===== config.mk =====
export PLATFORM = sky130hd
export DESIGN_NAME = l2_mem_arbiter
export DESIGN_NICKNAME = d
export VERILOG_FILES = /design/src/rtl/l2_arb_pkg.sv /design/src/rtl/l2_addr_decode.sv /design/src/rtl/l2_mem_arbiter.sv
export SDC_FILE = /design/constraint.sdc
export NUM_CORES = 1
export LEC_CHECK = 0
export BUFFER_PORTS_ARGS = -buffer_cell sky130_fd_sc_hd__buf_2
export CAP_MARGIN = 30
export CELL_PAD_IN_SITES_DETAIL_PLACEMENT = 1
export CELL_PAD_IN_SITES_GLOBAL_PLACEMENT = 1
export CORE_AREA = 2 2 115 117
export DETAILED_ROUTE_END_ITERATION = 6
export DIE_AREA = 0 0 117 119
export GPL_TIMING_DRIVEN = 0
export PLACE_DENSITY_LB_ADDON = 0.1
export RECOVER_POWER = 50
export REMOVE_ABC_BUFFERS = 1
export SLEW_MARGIN = 20
export SYNTH_ARGS = -nofsm -noshare
export SYNTH_HDL_FRONTEND = slang
export SYNTH_SLANG_ARGS = --single-unit

===== constraint.sdc =====
create_clock -name clk_i -period 6.13 [get_ports clk_i]
set_clock_uncertainty 0.05 [all_clocks]
set_input_delay 1.226 -clock clk_i [delete_from_list [all_inputs] [get_ports clk_i]]
set_output_delay 1.226 -clock clk_i [all_outputs]
set_load 0.05 [all_outputs]

===== src/rtl/l2_arb_pkg.sv =====
// Shared types and constants for the L2 SRAM two-master arbiter.
package l2_arb_pkg;

  typedef enum logic [1:0] {
    RR       = 2'd0,
    LOCK_DBG = 2'd1,
    LOCK_SYS = 2'd2
  } arb_state_e;

  typedef enum logic {
    DBG = 1'b0,
    SYS = 1'b1
  } master_id_e;

  localparam int unsigned DEF_MAX_HOLD = 16;

  // Bits needed to count 0..max_hold inclusive.
  function automatic int unsigned hold_cnt_width(input int unsigned max_hold);
    return (max_hold < 1) ? 1 : $clog2(max_hold + 1);
  endfunction

endpackage


===== src/rtl/l2_addr_decode.sv =====
// Byte address -> SRAM word address, with range and alignment error flag.
module l2_addr_decode
  import l2_arb_pkg::*;
#(
  parameter int unsigned             ADDR_WIDTH     = 32,
  parameter int unsigned             MEM_ADDR_WIDTH = 10,
  parameter logic [ADDR_WIDTH-1:0]   BASE_ADDR      = 32'h1C00_0000
) (
  input  logic [ADDR_WIDTH-1:0]     i_addr,
  output logic [MEM_ADDR_WIDTH-1:0] o_waddr,
  output logic                      o_err
);

  // BASE_ADDR is word-aligned, so the offset is computed on word bits only.
  localparam logic [ADDR_WIDTH-3:0] BASE_WORD = BASE_ADDR[ADDR_WIDTH-1:2];

  logic [ADDR_WIDTH-3:0] w_off_w;
  logic                  w_below;
  logic                  w_over;
  logic                  w_misalign;

  // Offset, bounds and alignment checks.
  always_comb begin
    w_off_w    = i_addr[ADDR_WIDTH-1:2] - BASE_WORD;
    w_below    = (i_addr < BASE_ADDR);
    w_over     = |w_off_w[ADDR_WIDTH-3:MEM_ADDR_WIDTH];
    w_misalign = |i_addr[1:0];
    o_err      = w_below | w_over | w_misalign;
    o_waddr    = w_off_w[MEM_ADDR_WIDTH-1:0];
  end

endmodule


===== src/rtl/l2_mem_arbiter.sv =====
// Two-master (debug / system) arbiter in front of a single-port L2 SRAM bank.
// Round-robin with a bounded burst lock; 1-cycle response routed to the owner.
module l2_mem_arbiter
  import l2_arb_pkg::*;
#(
  parameter int unsigned           ADDR_WIDTH     = 32,
  parameter int unsigned           DATA_WIDTH     = 32,
  parameter int unsigned           MEM_ADDR_WIDTH = 10,
  parameter logic [ADDR_WIDTH-1:0] BASE_ADDR      = 32'h1C00_0000,
  parameter int unsigned           MAX_HOLD       = DEF_MAX_HOLD
) (
  input  logic                      clk_i,
  input  logic                      rst_i,
  input  logic                      dbg_req_i,
  output logic                      dbg_gnt_o,
  input  logic [ADDR_WIDTH-1:0]     dbg_addr_i,
  input  logic                      dbg_we_i,
  input  logic [DATA_WIDTH/8-1:0]   dbg_be_i,
  input  logic [DATA_WIDTH-1:0]     dbg_wdata_i,
  input  logic                      dbg_lock_i,
  output logic                      dbg_rvalid_o,
  output logic [DATA_WIDTH-1:0]     dbg_rdata_o,
  output logic                      dbg_err_o,
  input  logic                      sys_req_i,
  output logic                      sys_gnt_o,
  input  logic [ADDR_WIDTH-1:0]     sys_addr_i,
  input  logic                      sys_we_i,
  input  logic [DATA_WIDTH/8-1:0]   sys_be_i,
  input  logic [DATA_WIDTH-1:0]     sys_wdata_i,
  input  logic                      sys_lock_i,
  output logic                      sys_rvalid_o,
  output logic [DATA_WIDTH-1:0]     sys_rdata_o,
  output logic                      sys_err_o,
  output logic                      mem_req_o,
  output logic                      mem_we_o,
  output logic [MEM_ADDR_WIDTH-1:0] mem_addr_o,
  output logic [DATA_WIDTH/8-1:0]   mem_be_o,
  output logic [DATA_WIDTH-1:0]     mem_wdata_o,
  input  logic [DATA_WIDTH-1:0]     mem_rdata_i
);

  localparam int unsigned       HOLD_W   = hold_cnt_width(MAX_HOLD);
  localparam logic [HOLD_W-1:0] HOLD_MAX = HOLD_W'(MAX_HOLD);

  arb_state_e              r_state;
  master_id_e              r_last;
  logic [HOLD_W-1:0]       r_hold;
  logic                    r_rsp_dbg;
  logic                    r_rsp_sys;
  logic                    r_rsp_err;
  logic                    r_rsp_rd;

  logic                    w_rel_dbg;
  logic                    w_rel_sys;
  logic                    w_eff_rr;
  master_id_e              w_eff_last;
  logic                    w_gnt_dbg;
  logic                    w_gnt_sys;
  logic                    w_any_gnt;
  logic [ADDR_WIDTH-1:0]   w_addr;
  logic                    w_we;
  logic [DATA_WIDTH/8-1:0] w_be;
  logic [DATA_WIDTH-1:0]   w_wdata;
  logic [MEM_ADDR_WIDTH-1:0] w_waddr;
  logic                    w_dec_err;
  logic                    w_mem_req;
  logic [DATA_WIDTH-1:0]   w_rdata;

  // Grant decision. A lock that is dropped or has hit its hold limit while the
  // other master waits is released in the same cycle, so this cycle is
  // arbitrated as round-robin with the locking master treated as last owner.
  always_comb begin
    w_rel_dbg  = (r_state == LOCK_DBG) &&
                 (!dbg_lock_i || ((r_hold == HOLD_MAX) && sys_req_i));
    w_rel_sys  = (r_state == LOCK_SYS) &&
                 (!sys_lock_i || ((r_hold == HOLD_MAX) && dbg_req_i));
    w_eff_rr   = !(((r_state == LOCK_DBG) && !w_rel_dbg) ||
                   ((r_state == LOCK_SYS) && !w_rel_sys));
    w_eff_last = r_last;
    if (r_state == LOCK_DBG)      w_eff_last = DBG;
    else if (r_state == LOCK_SYS) w_eff_last = SYS;
    w_gnt_dbg = 1'b0;
    w_gnt_sys = 1'b0;
    if (!rst_i) begin
      if (w_eff_rr) begin
        if (dbg_req_i && sys_req_i) begin
          if (w_eff_last == DBG) w_gnt_sys = 1'b1;
          else                   w_gnt_dbg = 1'b1;
        end else begin
          w_gnt_dbg = dbg_req_i;
          w_gnt_sys = sys_req_i;
        end
      end else if (r_state == LOCK_DBG) begin
        w_gnt_dbg = dbg_req_i;
      end else begin
        w_gnt_sys = sys_req_i;
      end
    end
  end

  // Request mux towards the decoder and SRAM.
  always_comb begin
    w_any_gnt = w_gnt_dbg | w_gnt_sys;
    w_addr    = w_gnt_sys ? sys_addr_i  : dbg_addr_i;
    w_we      = w_gnt_sys ? sys_we_i    : dbg_we_i;
    w_be      = w_gnt_sys ? sys_be_i    : dbg_be_i;
    w_wdata   = w_gnt_sys ? sys_wdata_i : dbg_wdata_i;
  end

  l2_addr_decode #(
    .ADDR_WIDTH    (ADDR_WIDTH),
    .MEM_ADDR_WIDTH(MEM_ADDR_WIDTH),
    .BASE_ADDR     (BASE_ADDR)
  ) u_decode (
    .i_addr (w_addr),
    .o_waddr(w_waddr),
    .o_err  (w_dec_err)
  );

  // SRAM drive; all fields held at zero when no valid access is issued.
  always_comb begin
    w_mem_req   = w_any_gnt & ~w_dec_err;
    mem_req_o   = w_mem_req;
    mem_we_o    = w_mem_req & w_we;
    mem_addr_o  = w_mem_req ? w_waddr : '0;
    mem_be_o    = w_mem_req ? w_be    : '0;
    mem_wdata_o = w_mem_req ? w_wdata : '0;
    dbg_gnt_o   = w_gnt_dbg;
    sys_gnt_o   = w_gnt_sys;
  end

  // Arbitration state: lock entry, hold counting and round-robin history.
  always_ff @(posedge clk_i or posedge rst_i) begin
    if (rst_i) begin
      r_state <= RR;
      r_last  <= SYS;
      r_hold  <= '0;
    end else if (w_eff_rr) begin
      if (w_gnt_dbg) begin
        r_last  <= DBG;
        r_state <= dbg_lock_i ? LOCK_DBG : RR;
        r_hold  <= dbg_lock_i ? HOLD_W'(1) : '0;
      end else if (w_gnt_sys) begin
        r_last  <= SYS;
        r_state <= sys_lock_i ? LOCK_SYS : RR;
        r_hold  <= sys_lock_i ? HOLD_W'(1) : '0;
      end else begin
        r_last  <= w_eff_last;
        r_state <= RR;
        r_hold  <= '0;
      end
    end else if (w_any_gnt && (r_hold != HOLD_MAX)) begin
      r_hold <= r_hold + HOLD_W'(1);
    end
  end

  // Response tracking for the access issued this cycle.
  always_ff @(posedge clk_i or posedge rst_i) begin
    if (rst_i) begin
      r_rsp_dbg <= 1'b0;
      r_rsp_sys <= 1'b0;
      r_rsp_err <= 1'b0;
      r_rsp_rd  <= 1'b0;
    end else begin
      r_rsp_dbg <= w_gnt_dbg;
      r_rsp_sys <= w_gnt_sys;
      r_rsp_err <= w_any_gnt & w_dec_err;
      r_rsp_rd  <= w_mem_req & ~w_we;
    end
  end

  // Response routing: only the owning master sees valid, error and data.
  always_comb begin
    w_rdata      = r_rsp_rd ? mem_rdata_i : '0;
    dbg_rvalid_o = r_rsp_dbg;
    sys_rvalid_o = r_rsp_sys;
    dbg_err_o    = r_rsp_dbg & r_rsp_err;
    sys_err_o    = r_rsp_sys & r_rsp_err;
    dbg_rdata_o  = r_rsp_dbg ? w_rdata : '0;
    sys_rdata_o  = r_rsp_sys ? w_rdata : '0;
  end

endmodule


After elaboration in Yosys (flattened, before gate mapping) --
Index checks and enable logic that the tools add are counted.
Word-level totals: bits in registers 12, input bits 176, output and inout port bits 118, logic and storage cells 77
Operators by class: add/subtract/negate cells 2, order comparisons 1, equal/unequal tests 5, muxes and demuxes 34, bitwise operators 11, reductions and logical operators 17
Operators with widths (count):
- $mux 32 | 6
- $lt 32x29->1 const B | 1
- $sub 30x27->30 const B | 1
- $mux 1 | 20
- $reduce_or 20->1 | 1
- $mux 10 | 1
- $mux 5 | 2
- $logic_and 1x1->1 | 8
- $mux 4 | 2
- $and 1x1->1 | 6
- $mux 2 | 3
- $add 5x1->5 const B | 1
- $eq 5x5->1 const B | 1
- $ne 5x5->1 const B | 1
- $logic_not 1->1 | 4
- $logic_or 1x1->1 | 3
- $or 1x1->1 | 3
- $eq 2x1->1 const B | 1
- $eq 2x2->1 const B | 1
- $ne 2x1->1 const B | 1
- $not 1->1 | 2
- $reduce_or 2->1 | 1

Depth between registers and ports, before layout --
Gate-level depths: netlist of run 1.
depth after elaboration 17, depth in mapped cells 10, gate-level depth less buffers 8

Modules after synthesis --
Synthesis of run 1 repeated with hierarchy kept, for this count alone.
Unflattened totals: cells, all modules 406, area total of the unflattened synthesis 2332.2 um^2
Modules (own cells, without submodules):
- l2_mem_arbiter | instances 1, cells an instance 389, area each 2204.6 um^2, sequential area each 301.5 um^2
- l2_addr_decode | instances 1, cells an instance 17, area each 127.6 um^2, sequential area each 0.0 um^2

Worst setup path before layout of run 1 --
Ideal clock, no wire load.
path type input-to-output, start point input port rst_i, end point output port mem_wdata_o[23], arrival time 3.196 ns, required time 4.854 ns, slack 1.658 ns, cell stages on the path 7, path buffers 1, cells stage by stage inv_1 o211a_1 o21ai_4 inv_4 buf_2 nand2_1 a21oi_1
Between the ends: cells in the longest elaborated chain, start to end 9, elaborated cells between the ends (all ways) 14, those cells by class 1 x add/sub; 1 x order compare; 5 x mux; 5 x bitwise; 2 x reduce/logical
RTL lines:
- start: declaration | line l2_mem_arbiter.sv:13 | input logic rst_i,
- $mux 1 (*) | line l2_mem_arbiter.sv:84 | if (!rst_i) begin
- via sys_gnt_o | line l2_mem_arbiter.sv:25 | output logic sys_gnt_o,
- $mux 32 | line l2_mem_arbiter.sv:104 | w_addr = w_gnt_sys ? sys_addr_i : dbg_addr_i;
- $sub 30x27->30 | line l2_addr_decode.sv:24 | w_off_w = i_addr[ADDR_WIDTH-1:2] - BASE_WORD;
- $reduce_or 20->1 | line l2_addr_decode.sv:26 | w_over = |w_off_w[ADDR_WIDTH-3:MEM_ADDR_WIDTH];
- $or 1x1->1 (2 in series) | line l2_addr_decode.sv:28 | o_err = w_below | w_over | w_misalign;
- $not 1->1 | line l2_mem_arbiter.sv:122 | w_mem_req = w_any_gnt & ~w_dec_err;
- $and 1x1->1 | line l2_mem_arbiter.sv:122
- $mux 32 (*) | line l2_mem_arbiter.sv:127 | mem_wdata_o = w_mem_req ? w_wdata : '0;
- end: declaration | line l2_mem_arbiter.sv:38 | output logic [DATA_WIDTH-1:0] mem_wdata_o,
Mark *: on every way through the listed nets, which the timed path passes. The rest lies on a longest branch.

Final worst setup path of run 1 --
start point input port rst_i, end point output port mem_wdata_o[24]
Between the ends: cells in the longest elaborated chain, start to end 9, elaborated cells between the ends (all ways) 14, those cells by class 1 x add/sub; 1 x order compare; 5 x mux; 5 x bitwise; 2 x reduce/logical
RTL lines (line):
- $mux 1 | l2_mem_arbiter.sv:84
- $mux 32 | l2_mem_arbiter.sv:104
- $sub 30x27->30 | l2_addr_decode.sv:24
- $reduce_or 20->1 | l2_addr_decode.sv:26
- $or 1x1->1 (2 in series) | l2_addr_decode.sv:28
- $not 1->1 | l2_mem_arbiter.sv:122
- $and 1x1->1 | l2_mem_arbiter.sv:122
- $mux 32 (*) | l2_mem_arbiter.sv:127
Mark *: on every way between the ends. The rest lies on a longest branch, timed or not.

==> results of run 1 <==
## where the power goes
group | internal (µW) | switching, µW
registers | 88.5 | 15.9
clock network | 98.7 | 36.2
logic | 72.2 | 84.3
total | 259 | 136
## registers in the layout, summed over array words and instances, names as in the netlist
signal and cells:
r_rsp_err 1, r_hold 5, r_rsp_rd 1, sys_rvalid_o 1, r_state 2, r_last 1
dbg_rvalid_o 1
## cell type report
| cell class | count | area (µm²) |
|---|---|---|
| clock buffer | 4 | 88.84 |
| fill | 1765 | 9203 |
| inverter | 6 | 25.02 |
| multi-input combinational | 277 | 1543 |
| sequential | 12 | 302.8 |
| tap | 176 | 220.2 |
| timing repair buffer | 298 | 1493 |
## placed cells by master (no fill, tap or decap), drive strengths merged, types with 3 or more instances in the layout
| cell | instances |
|---|---|
| mux2i | 4 |
| o21bai | 3 |
| inv | 6 |
| buf | 245 |
| nand2 | 100 |
| dfrtp | 11 |
| nand3b | 3 |
| nor4 | 8 |
| and3 | 64 |
| clkbuf | 57 |
| o211ai | 3 |
| nand2b | 4 |
| o21ai | 3 |
| nor2 | 8 |
| a21oi | 49 |
## cell usage after synthesis, drive strengths merged
master   number
nand2       100
and3         64
a21oi        49
clkbuf       17
buf          11
dfrtp        11
nor2          8
nor4          8
inv           6
mux2i         4
nand2b        4
nand3b        3
o211ai        3
o21ai         3
o21bai        3
a21o          2
and2          2
ha            2
nand4         2
nor3          2
o2111ai       2
a2111oi       1
a21boi        1
a221oi        1
a22oi         1
a32oi         1
and3b         1
and4bb        1
dfstp         1
mux2          1
nand4bb       1
nor2b         1
o211a         1
o21a          1
o22ai         1
o2bb2a        1
o311ai        1
or2           1
## through the flow
step | total power, µW | TNS [ps] | cell area (µm²)
global placement | 254.2 | -49740 | 3560
detailed placement | 265.7 | 0 | 3654
floorplan | 174.4 | 0 | 1873
CTS | 403.2 | 0 | 3742
global route | 425.2 | 0 | 3672
finish | 395.9 | 0 | 3672
## per-layer routing
metal	wire length, µm	global-route usage (%)
met5	0	0
met1	4306	16.66
met3	1155	3.410
met2	5914	29.01
met4	81	2.059
## worst reg2reg max path: cells and delay by family, from the launching register on
family,cells,cell delay [ps]
flip-flops,1,420
adder cells (fa/ha/maj),1,170
AO/OA/AOI/OAI,3,1180
buffers and inverters,2,390
AND/OR/NAND/NOR,2,390
## path summary, 6_finish.rpt
check | from | to | cells past startpoint
worst max register to register | r_hold[0] | r_rsp_rd | 8
worst min register to register | r_hold[3] | r_hold[3] | 2
min in group asynchronous | rst_i | r_hold[3] | 2
worst min-delay path | r_hold[3] | r_hold[3] | 2
worst max-delay path | rst_i | mem_wdata_o[24] | 10
max in group asynchronous | rst_i | r_rsp_rd | 2
## kinds of logic after synthesis
logic type / after synthesis / share of synthesized area, %
buffers and inverters: 34 / 7.745
flip-flops: 12 / 15.05
AND/OR/NAND/NOR: 198 / 49.28
AO/OA/AOI/OAI: 72 / 24.11
adder cells (fa/ha/maj): 2 / 1.249
multiplexers: 5 / 2.561
==> impl_metrics.prom, run 1 <==
# TYPE chip_impl_metric gauge
chip_impl_metric{name="finalHoldViolCount",unit=""} 0
chip_impl_metric{name="synthesis.area_per_instance",unit="µm²"} 6.202
chip_impl_metric{name="clk_pin_slew",unit="ps"} 50
chip_impl_info{name="timing.critical_path.max_delay_family",value="buffers and inverters"} 1
chip_impl_info{name="synth.area.top_cells",value="sky130_fd_sc_hd__and3_1 20%, sky130_fd_sc_hd__nand2_1 19%, sky130_fd_sc_hd__dfrtp_1 14%"} 1
chip_impl_metric{name="yosys_warnings",unit=""} 0
chip_impl_metric{name="layout-area-overhead-vs-synth",unit="%"} 83.32
chip_impl_metric{name="final_standard_cell_count_with_taps_included_and_fillers_excluded",unit=""} 773
chip_impl_metric{name="cap_viol_max_count",unit=""} 0
chip_impl_metric{name="drt_pre_antenna_iters",unit=""} 4
chip_impl_metric{name="critPathRequiredTime",unit="ps"} 4850
chip_impl_metric{name="reg2reg_setup_slack",unit="ps"} 3410
chip_impl_metric{name="postLayoutSetupSlackWorst",unit="ps"} 967.4
chip_impl_metric{name="ports",unit=""} 294
chip_impl_metric{name="cts.path.max_buffers",unit=""} 2
chip_impl_metric{name="synthesis_stage_register_bit_count",unit=""} 12
chip_impl_metric{name="tightest_slew",unit="ps"} 883.8
chip_impl_info{name="outcome",value="finished, final reports clean"} 1
chip_impl_info{name="hold_path.class",value="reg2reg"} 1
chip_impl_metric{name="tritoncts.num_buffers",unit=""} 3
chip_impl_metric{name="drc",unit=""} 0
chip_impl_metric{name="total_leakage_power",unit="µW"} 0.002218
chip_impl_metric{name="gr-usage-all-layers",unit="%"} 14.99
chip_impl_metric{name="site_row_count",unit=""} 42
chip_impl_metric{name="antenna_cells_inserted",unit=""} 0
chip_impl_metric{name="fin_util",unit="%"} 28.52
chip_impl_metric{name="hold-worst-slack",unit="ps"} 520.8
chip_impl_metric{name="ir_worst_vdd",unit="V"} 0.00006698
chip_impl_metric{name="antenna_found_initial",unit=""} 0
chip_impl_metric{name="maximum_fanout_along_the_worst_path",unit=""} 56
chip_impl_metric{name="post_drt_wl_per_cell",unit="µm"} 14.82
chip_impl_metric{name="globalplace.congestion",unit=""} 0.7563
chip_impl_metric{name="pin_count_of_the_biggest_net_entering_global_routing",unit=""} 65
chip_impl_metric{name="drive_gt1_share",unit="%"} 44.89
chip_impl_metric{name="fin_crit_sh",unit="%"} 84.22
chip_impl_info{name="worst-setup-path-type",value="in2out"} 1
chip_impl_info{name="worst_path_most_repeated_cell",value="sky130_fd_sc_hd__buf_2"} 1
chip_impl_metric{name="clkLatencyLatePin",unit="ps"} 240
chip_impl_metric{name="syn_inst",unit=""} 323
chip_impl_metric{name="via_count",unit=""} 3445
chip_impl_info{name="worstSetupStartpointType",value="input port"} 1
chip_impl_metric{name="grt_first_pass_wirelength",unit="µm"} 16820
chip_impl_metric{name="die-area",unit="µm²"} 13920
chip_impl_metric{name="start_util",unit="%"} 15.56
chip_impl_metric{name="final-setup-viol-count",unit=""} 0
chip_impl_metric{name="postCtsResizedCells",unit=""} 0
chip_impl_metric{name="arrival",unit="ps"} 3890
chip_impl_metric{name="first_global_vias",unit=""} 3308
chip_impl_metric{name="final_nets",unit=""} 776
chip_impl_metric{name="max_clock_freq",unit="MHz"} 193.7
chip_impl_metric{name="postCtsSetupBuffers",unit=""} 0
chip_impl_metric{name="timing.final.crit_period",unit="ps"} 5163
chip_impl_metric{name="pre_cts_slack",unit="ps"} 869.2
chip_impl_metric{name="max_slew_margin",unit="%"} 41.08
chip_impl_info{name="cts_tree",value="built"} 1
chip_impl_info{name="slowest_stage",value="sky130_fd_sc_hd__inv_4"} 1
chip_impl_metric{name="cts_hold_buf",unit=""} 0
chip_impl_info{name="synth.largest_area_cell",value="sky130_fd_sc_hd__and3_1"} 1
chip_impl_metric{name="port_buffers",unit=""} 293
chip_impl_metric{name="power.density",unit="nW/µm²"} 107.8
chip_impl_info{name="rsz0062_at_grt",value="false"} 1
chip_impl_metric{name="cpPeakStageDelay",unit="ps"} 460
chip_impl_metric{name="synth_area",unit="µm²"} 2003
chip_impl_info{name="kind_of_end_point_of_the_critical_path",value="output pin"} 1
chip_impl_info{name="crit_chain",value="buf_2 -> inv_1 -> o211a_1 -> o21ai_4 -> inv_4 -> a22oi_2 -> buf_6 -> buf_8 -> a21oi_1 -> buf_2"} 1
chip_impl_metric{name="dp.final_hpwl",unit="µm"} 9423
chip_impl_metric{name="drt-total-wl",unit="µm"} 11460
chip_impl_metric{name="core",unit="µm²"} 12870
chip_impl_metric{name="cts_num_sinks",unit=""} 12
chip_impl_metric{name="placed_cells_incl_taps",unit=""} 769
chip_impl_info{name="clock-root-buffer",value="sky130_fd_sc_hd__clkbuf_16"} 1
chip_impl_metric{name="ctsHtreeMaxLevel",unit=""} 1
chip_impl_metric{name="vias_per_cell",unit=""} 4.457
chip_impl_metric{name="die_y",unit="µm"} 119
chip_impl_metric{name="synthDistinctLibCells",unit=""} 45
chip_impl_metric{name="crit_buf_inv",unit=""} 6
chip_impl_metric{name="initialDrtViolationCount",unit=""} 197
chip_impl_metric{name="fp.dieW",unit="µm"} 117
chip_impl_metric{name="maxSlewViolCount",unit=""} 0
chip_impl_metric{name="synth_top_area_share",unit="%"} 19.99
chip_impl_metric{name="synth_sequential_area_ratio",unit="%"} 15.05
chip_impl_metric{name="postRouteAntennaNets",unit=""} 0
chip_impl_metric{name="globalRoute.totalOverflow",unit=""} 0
(Power assumes the default switching activity.)
==> inputs of run 2 (changes only) <==
- clock period: 6.13 -> 4.95 ns (I/O delays scaled with it)
==> impl_metrics.prom, run 2 (same netlist as run 1, synthesis figures left out) <==
# TYPE chip_impl_metric gauge
chip_impl_metric{name="grt_first_pass_wirelength",unit="µm"} 16820
chip_impl_metric{name="max_slew_margin",unit="%"} 41.08
chip_impl_metric{name="cts_num_sinks",unit=""} 12
chip_impl_metric{name="die-area",unit="µm²"} 13920
chip_impl_info{name="setup.worst_path.end",value="mem_wdata_o[24]"} 1
chip_impl_metric{name="fp.dieW",unit="µm"} 117
chip_impl_info{name="cts_tree",value="built"} 1
chip_impl_metric{name="port_buffers",unit=""} 293
chip_impl_metric{name="ports",unit=""} 294
chip_impl_info{name="largest_registers",value="r_hold x5, r_state x2"} 1
chip_impl_metric{name="max_clock_freq",unit="MHz"} 220.7
chip_impl_metric{name="finalHoldViolCount",unit=""} 0
chip_impl_metric{name="largest_register_ffs",unit=""} 5
chip_impl_metric{name="final_nets",unit=""} 776
chip_impl_info{name="worst-setup-path-type",value="in2out"} 1
chip_impl_metric{name="via_count",unit=""} 3445
chip_impl_info{name="hold_path.class",value="reg2reg"} 1
chip_impl_metric{name="tritoncts.num_buffers",unit=""} 3
chip_impl_metric{name="drt_pre_antenna_iters",unit=""} 4
chip_impl_info{name="mostFrequentLayoutCell",value="sky130_fd_sc_hd__buf_2"} 1
chip_impl_metric{name="gr-usage-all-layers",unit="%"} 14.99
chip_impl_metric{name="ctsHtreeMaxLevel",unit=""} 1
chip_impl_metric{name="fin_util",unit="%"} 28.55
chip_impl_metric{name="clk_pin_slew",unit="ps"} 50
chip_impl_metric{name="drc",unit=""} 0
chip_impl_info{name="rsz0062_at_grt",value="false"} 1
chip_impl_info{name="clock-root-buffer",value="sky130_fd_sc_hd__clkbuf_16"} 1
chip_impl_info{name="cp-startpoint",value="sys_lock_i"} 1
chip_impl_metric{name="postCtsSetupBuffers",unit=""} 0
chip_impl_metric{name="timing.final.crit_period",unit="ps"} 4531
chip_impl_metric{name="postRouteAntennaNets",unit=""} 0
chip_impl_metric{name="globalplace.congestion",unit=""} 0.7563
chip_impl_metric{name="dp.final_hpwl",unit="µm"} 9423
chip_impl_metric{name="clkLatencyLatePin",unit="ps"} 240
chip_impl_metric{name="antenna_found_initial",unit=""} 0
chip_impl_metric{name="ir_worst_vdd",unit="V"} 0.00008295
chip_impl_metric{name="drive_gt1_share",unit="%"} 45.06
chip_impl_metric{name="power_after_layout",unit="µW"} 490.5
chip_impl_metric{name="cap_viol_max_count",unit=""} 0
chip_impl_metric{name="start_util",unit="%"} 15.56
chip_impl_metric{name="layout-area-overhead-vs-synth",unit="%"} 83.51
chip_impl_metric{name="critPathRequiredTime",unit="ps"} 3910
chip_impl_info{name="worst_r2r_endpoint",value="r_rsp_rd"} 1
chip_impl_info{name="most-common-layout-cells",value="241 x sky130_fd_sc_hd__buf_2, 100 x sky130_fd_sc_hd__nand2_1, 64 x sky130_fd_sc_hd__and3_1"} 1
chip_impl_metric{name="antenna_cells_inserted",unit=""} 0
chip_impl_metric{name="fin_crit_sh",unit="%"} 91.55
chip_impl_metric{name="power.density",unit="nW/µm²"} 133.4
chip_impl_metric{name="globalRoute.totalOverflow",unit=""} 0
chip_impl_metric{name="reg2reg_setup_slack",unit="ps"} 2280
chip_impl_info{name="outcome",value="finished, final reports clean"} 1
chip_impl_metric{name="vias_per_cell",unit=""} 4.457
chip_impl_metric{name="cts.path.max_buffers",unit=""} 2
chip_impl_metric{name="arrival",unit="ps"} 3490
chip_impl_metric{name="drt-total-wl",unit="µm"} 11460
chip_impl_metric{name="initialDrtViolationCount",unit=""} 197
chip_impl_metric{name="total_leakage_power",unit="µW"} 0.002221
chip_impl_info{name="worstSetupStartpointType",value="input port"} 1
chip_impl_metric{name="cts_hold_buf",unit=""} 0
chip_impl_metric{name="first_global_vias",unit=""} 3308
chip_impl_metric{name="die_y",unit="µm"} 119
chip_impl_info{name="kind_of_end_point_of_the_critical_path",value="output pin"} 1
chip_impl_metric{name="final-setup-viol-count",unit=""} 0
chip_impl_metric{name="tightest_slew",unit="ps"} 883.8
chip_impl_metric{name="site_row_count",unit=""} 42
chip_impl_metric{name="maximum_fanout_along_the_worst_path",unit=""} 56
chip_impl_metric{name="maxSlewViolCount",unit=""} 0
chip_impl_info{name="r2r_path_start",value="r_hold[0]"} 1
chip_impl_metric{name="pin_count_of_the_biggest_net_entering_global_routing",unit=""} 65
chip_impl_metric{name="ff2ff_path_depth",unit=""} 8
chip_impl_metric{name="post_drt_wl_per_cell",unit="µm"} 14.82
chip_impl_info{name="regMostFlops",value="r_hold"} 1
chip_impl_metric{name="core",unit="µm²"} 12870
## run 2: changes by cell type in the layout (fill, tap and decap cells not counted), sizes merged
| cell | delta |
|---|---|
| clkbuf | -1 |
| buf | +1 |
## run 2: worst min-delay path by stage
stage,to,from,cells past startpoint
floorplan,r_hold[4],r_hold[4],2
global placement,r_hold[4],r_hold[4],2
detailed placement,r_hold[4],r_hold[4],2
CTS,r_hold[3],r_hold[3],2
global route,r_hold[4],r_hold[4],2
finish,r_hold[3],r_hold[3],2
## run 2: routing by layer
| metal | part of all wire, % | vias to the layer above | track usage [%] |
|---|---|---|---|
| li1 | - | 1679 | - |
| met1 | 38 | 1582 | 16.66 |
| met2 | 52 | 177 | 29.01 |
| met3 | 10 | 7 | 3.410 |
| met4 | 0.71 | 0 | 2.059 |
| met5 | 0 | - | 0 |
## run 2: layout make-up
cell class | count | area (µm²)
inverters | 6 | 27.53
repair buffers | 298 | 1494
well taps | 176 | 220.2
multi-input cells | 277 | 1543
flip-flops and latches | 12 | 302.8
clock buffers | 4 | 88.84
fillers | 1764 | 9199
## run 2: timing repair
| action | 4_1_cts | 5_1_grt |
|---|---|---|
| setup endpoints to repair | 0 | 8 |
| gates resized for setup | 0 | 1 |
| endpoints found under the hold margin | 0 | 0 |
## run 2: through the flow
stage / hold WS, ps / area [µm²] / setup WS (ps) / std cells / TNS, ps
3_5_place_dp: 515.5 / 3654 / 161.2 / 769 / 0
3_3_place_gp: 505.5 / 3560 / -1825 / 764 / -84480
2_1_floorplan: 480.2 / 1873 / -556.6 / 295 / -23160
4_1_cts: 527.4 / 3742 / 169.0 / 773 / 0
6_report: 520.8 / 3676 / 418.5 / 773 / 0
5_1_grt: 546.6 / 3676 / 158.0 / 773 / 0
## run 2: critical path, stage by stage
cell,delay (ps)
sky130_fd_sc_hd__buf_2,110
sky130_fd_sc_hd__and3b_1,190
sky130_fd_sc_hd__a21boi_2,210
sky130_fd_sc_hd__o21ai_4,370
sky130_fd_sc_hd__inv_6,230
sky130_fd_sc_hd__a22oi_2,640
sky130_fd_sc_hd__buf_6,270
sky130_fd_sc_hd__buf_8,160
sky130_fd_sc_hd__a21oi_1,50
sky130_fd_sc_hd__buf_2,210
## run 2: power breakdown
part           total [µW]  switching (µW)  internal [µW]
sequential            129            19.7            110
clock                 167            44.9            122
combinational         194             105           89.5
